===== config.mk =====
export PLATFORM = sky130hd
export DESIGN_NAME = fifo_read_drain
export DESIGN_NICKNAME = d
export VERILOG_FILES = /design/src/rtl/fifo_read_drain.sv
export SDC_FILE = /design/constraint.sdc
export NUM_CORES = 1
export LEC_CHECK = 0
export ABC_AREA = 0
export BUFFER_PORTS_ARGS = -buffer_cell sky130_fd_sc_hd__buf_2
export CORE_ASPECT_RATIO = 1.1
export CORE_MARGIN = 2
export CORE_UTILIZATION = 45
export CTS_CLUSTER_SIZE = 30
export DETAILED_ROUTE_END_ITERATION = 7
export GPL_TIMING_DRIVEN = 0
export PLACE_DENSITY_LB_ADDON = 0.12
export SETUP_SLACK_MARGIN = 0.02
export SYNTH_ARGS = -nofsm -noshare
export SYNTH_HDL_FRONTEND = slang
export SYNTH_SLANG_ARGS = --single-unit
export TNS_END_PERCENT = 5

===== constraint.sdc =====
create_clock -name r_clk -period 6.9 [get_ports r_clk]
set_input_delay 1.725 -clock r_clk [delete_from_list [all_inputs] [get_ports r_clk]]
set_output_delay 1.725 -clock r_clk [all_outputs]
set_load 0.01 [all_outputs]

===== src/rtl/fifo_read_drain.sv =====
// fifo_read_drain: read-side drain stage feeding a 2-entry skid buffer on a valid/ready stream.
// Define DRAIN_CNT_EN to add the drained_cnt pop counter (width CNT_WIDTH).
package pkg;
  localparam int DATA_WIDTH = 8;
endpackage

module fifo_read_drain #(
  parameter int DATA_WIDTH = pkg::DATA_WIDTH
`ifdef DRAIN_CNT_EN
  , parameter int CNT_WIDTH = 16
`endif
) (
  input  logic                  r_clk,
  input  logic                  rrst,
  input  logic                  drain_en,
  input  logic                  fifo_empty,
  input  logic [DATA_WIDTH-1:0] data_out,
  output logic                  rd_req,
  output logic                  out_valid,
  output logic [DATA_WIDTH-1:0] out_data,
  input  logic                  out_ready
`ifdef DRAIN_CNT_EN
  , output logic [CNT_WIDTH-1:0] drained_cnt
`endif
);
  localparam logic [1:0] EMPTY = 2'd0, ONE = 2'd1, FULL = 2'd2;
  logic [1:0] buf_cnt, buf_cnt_n;
  logic inflight, pop, wr_idx;
  logic [2:0] occ;
  logic [DATA_WIDTH-1:0] head, tail, head_n, tail_n;
  assign pop = (buf_cnt != EMPTY) && out_ready;
  // occupancy after this cycle, counting the word still in flight
  assign occ = {1'b0, buf_cnt} + {2'b0, inflight} - {2'b0, pop};
  always_ff @(posedge r_clk) begin
    if (rrst) begin
      buf_cnt <= EMPTY;
      inflight <= 1'b0;
      head <= '0;
      tail <= '0;
    end else begin
      buf_cnt <= buf_cnt_n;
      inflight <= rd_req;
      head <= head_n;
      tail <= tail_n;
    end
  end
  always_comb begin
    buf_cnt_n = occ[1:0];
    wr_idx = (buf_cnt == FULL) || (buf_cnt == ONE && !pop);
    head_n = (inflight && !wr_idx) ? data_out : pop ? tail : head;
    tail_n = (inflight && wr_idx) ? data_out : tail;
  end
  always_comb begin
    out_valid = buf_cnt != EMPTY;
    out_data = head;
    rd_req = !rrst && drain_en && !fifo_empty && (occ < 3'd2);
  end
`ifdef DRAIN_CNT_EN
  always_ff @(posedge r_clk) drained_cnt <= rrst ? '0 : drained_cnt + CNT_WIDTH'(pop);
`endif
endmodule


# Word-level counts from Yosys, hierarchy flattened
# Cells that the tools add are included.
# totals
output_inout_bits	10
regBits	19
# op_classes
n_reduce_logical	14
n_addsub	2
eq_ne	2
magnitude_cmp	1
mux	2
# op_table
cell	count
$mux 8	2
$logic_and 1x1->1	7
$logic_not 1->1	4
$reduce_bool 2->1	2
$add 2x1->3	1
$lt 3x2->1 const B	1
$sub 3x1->3	1
$eq 2x1->1 const B	1
$eq 2x2->1 const B	1
$logic_or 1x1->1	1

# Depth between registers and ports, before layout
# logic_depth
word_depth	8
depth_mapped	9
mapped_depth_nobuf	8

# Worst setup path after synthesis
# Ideal clock, no wire load.
# synth_timing
path_kind	input to output
from	input out_ready
to	output rd_req
t_arrival_ps	3234
n_path_buf	0
required_time_ps	5175
path_slack_ps	1941
cell_stages	8
path_cell_list	o21ai_2 > inv_2 > ha_1 > inv_1 > ha_1 > fa_1 > nor2_1 > and4_1
# synth_via
elab_chain_len	4
# synth_lines
item	line_no	source
start, declared	21	input logic out_ready
$logic_and 1x1->1	31	assign pop = (buf_cnt != EMPTY) && out_ready;
$sub 3x1->3	33	assign occ = {1'b0, buf_cnt} + {2'b0, inflight} - {2'b0, pop};
named net occ[1]	29	logic [2:0] occ;
$lt 3x2->1	56	rd_req = !rrst && drain_en && !fifo_empty && (occ < 3'd2);
$logic_and 1x1->1	56	
end, declared	18	output logic rd_req,
# The timed path passes the listed nets, and every way through them passes these cells.

# Worst setup path after layout
# Same ends and word-level chain as after synthesis.

==> results_dict.tcl <==
set metrics [dict create \
    synthMuxAreaShare_pct 16.7 \
    synth_top_family_by_area "multiplexers" \
    cts_hold_buf 0 \
    drive_above_1_share_pct 35.8 \
    ant_nets 0 \
    viasPerCell 5.11 \
    setup_violations 0 \
    cp_slowest_cell "fa_1" \
    ioPinCount 23 \
    die_area_um2 2520 \
    grt_util_met1_pct 25.7 \
    powerDensity_nw_per_um2 306 \
    wl_per_cell_um 13.4 \
    post_cts_buffers 0 \
    die_width_um 48.1 \
    grtUsageMet3_pct 4.14 \
    initial_utilization_pct 47.6 \
    io_buffer_count 22 \
    worstHoldStart "tail[2]$_SDFFE_PP0P_" \
    worst_pin_slew_ps 563 \
    period_share_pct 76.9 \
    critPathKind "primary input to output port" \
    synth_area_leaders "dfxtp_1, mux2i_1, a21oi_2" \
    worstPathCellList "buf_2, o21ai_2, inv_2, ha_1, inv_1, ha_1, fa_1, nor2_1, and4_1, buf_2" \
    slowest_delay_ps 450 \
    arrival_ps 3580 \
    synth.distinct_cells 23 \
    ys_ff_latch 19 \
    fin_skew_ps 2.66 \
    max_slew_margin_pct 62.5 \
    synth_edf_count 0 \
    reg2reg_from "buf_cnt[1]$_SDFF_PP0_" \
    clockBufferDepth 2 \
    nets 137 \
    synth_flop_cell "dfxtp_1" \
    max_freq_mhz 188 \
    dieHeight_um 52.5 \
    seq_area_frac_synth_pct 39.6 \
    period_needed_ps 5310 \
    final_common_cell "buf_2" \
    synthAdderAreaFrac_pct 4.69 \
    cts_buffers 3 \
    core.rowCount 17 \
    grt_use_total_pct 19.2 \
    cap_violations 0 \
    ir_drop_mv 0.163 \
    final_max_slew_viol_count 0 \
    hold_viol 0 \
    clk_pin_slew_ps 120 \
    critPathCaptureType "output port" \
    busiest_layer "met2" \
    cts_root_buffer "clkbuf_4" \
    use_met2_pct 29.8 \
    gp_congestion 0.728 \
    layout_common_cells "buf_2, dfxtp_1, nand2_1, mux2i_1" \
    first_iter_violations 8 \
    diodes 0 \
    setup_tns_ps 0 \
    routed_wl_mm 1.99 \
    coreArea_um2 2020 \
    cts_sinks 19 \
    crit_path_start_kind "primary input" \
    rsz0062_at_grt "false" \
    h-tree-depth 1 \
    ys_async_sr_fraction_pct 0 \
    synthXorXnorAreaFrac_pct 0.911 \
    dr.pass1.iters 4 \
    cp-startpoint "out_ready" \
    cts_resized 0 \
    cts_tree "yes" \
    grt_pass1_vias 797 \
    syn_inst 94 \
    critPathMaxFanout 7 \
    dp.final_hpwl_mm 1.42 \
    syn_area_um2 961 \
    total_power_w 0.000347 \
    antenna_found_initial 0 \
    clkLatencyLatePin_ps 300 \
    route.detailed.drc 0 \
    syn_nets 110 \
    grt_max_degree 12 \
    area_delta_synth_final_pct 18.0 \
    grt_pass1_wl_mm 3.39 \
    synth-compound-area-share_pct 16.3 \
    yosys.area_share.simple_pct 14.5 \
    leakagePower_nw 0.497 \
    overflow 0 \
    synth_top_area_share_pct 39.6 \
    nFillCells 200 \
    required_ps 5180 \
    vias 757 \
    synth_top_cell_by_area "dfxtp_1" \
    avgSynthCellArea_um2 10.2 \
    ys_warn_count 0 \
    status "completed" \
    hp-class "flop to flop" \
]
critical path, delay by kind of cell:
family / cells / cell delay, ps
adder cells (fa/ha/maj): 3 / 920
buffers and inverters: 4 / 410
AND/OR/NAND/NOR: 2 / 290
AO/OA/AOI/OAI: 1 / 220
cell usage after synthesis (all sizes together), types with 2 or more instances:
cell,count
clkbuf,2
a21oi,8
and4,2
ha,2
buf,4
o41ai,8
nor2b,3
dfxtp,19
mux2i,16
nand2,16
inv,5
report_power, final:
| group | internal, W | switching (W) | total [W] | leakage [nW] |
|---|---|---|---|---|
| Combinational | 0.0000709 | 0.0000801 | 0.000151 | 0.325 |
| Sequential | 0.000126 | 0.0000113 | 0.000137 | 0.154 |
| Clock | 0.0000216 | 0.0000367 | 0.0000582 | 0.0177 |
flip-flops by register name, indices dropped and copies added, names as in the netlist:
| signal | count |
|---|---|
| out_data | 8 |
| tail | 8 |
| buf_cnt | 2 |
| inflight | 1 |
area by class of cell:
cell class / count / area [um2] / share of cell area (%)
timing repair buffer: 22 / 110 / 9.71
clock inverter: 1 / 5.00 / 0.442
buffer: 6 / 48.8 / 4.30
tap: 28 / 35.0 / 3.09
sequential: 19 / 380 / 33.6
clock buffer: 3 / 22.5 / 1.99
inverter: 6 / 22.5 / 1.99
multi-input combinational: 63 / 509 / 44.9
final timing paths:
| path | endpoint | slack [ps] | cells past startpoint |
|---|---|---|---|
| setup / recovery | rd_req | 1590 | 10 |
| hold / removal | tail[2]$_SDFFE_PP0P_ | 460 | 2 |
| hold reg to reg | tail[2]$_SDFFE_PP0P_ | 460 | 2 |
| setup reg to reg | inflight$_SDFF_PP0_ | 4520 | 9 |
cell families (layout without fill, tap and decap cells):
group,Yosys count,in the layout
multiplexers,16,16
buffers and inverters,12,38
adder cells (fa/ha/maj),3,3
XOR/XNOR,1,1
AO/OA/AOI/OAI,18,18
flip-flops,19,19
AND/OR/NAND/NOR,25,25
per-layer routing:
layer,wire (um),vias up
met5,0,-
met3,56,2
li1,-,383
met1,996,358
met4,15,0
met2,920,14
stage by stage:
stage | setup slack [ps] | instances | hold WS (ps) | cell area (um2) | util (%)
2_1_floorplan | 1940 | 94 | 434 | 961 | -
3_3_place_gp | 1600 | 144 | 443 | 1110 | 54.7
3_5_place_dp | 1570 | 144 | 452 | 1110 | 54.7
4_1_cts | 1590 | 148 | 468 | 1130 | 56.1
5_1_grt | 1480 | 148 | 496 | 1130 | 56.1
6_report | 1590 | 148 | 465 | 1130 | 56.1
Note: power is estimated with default switching activity, not from simulation.
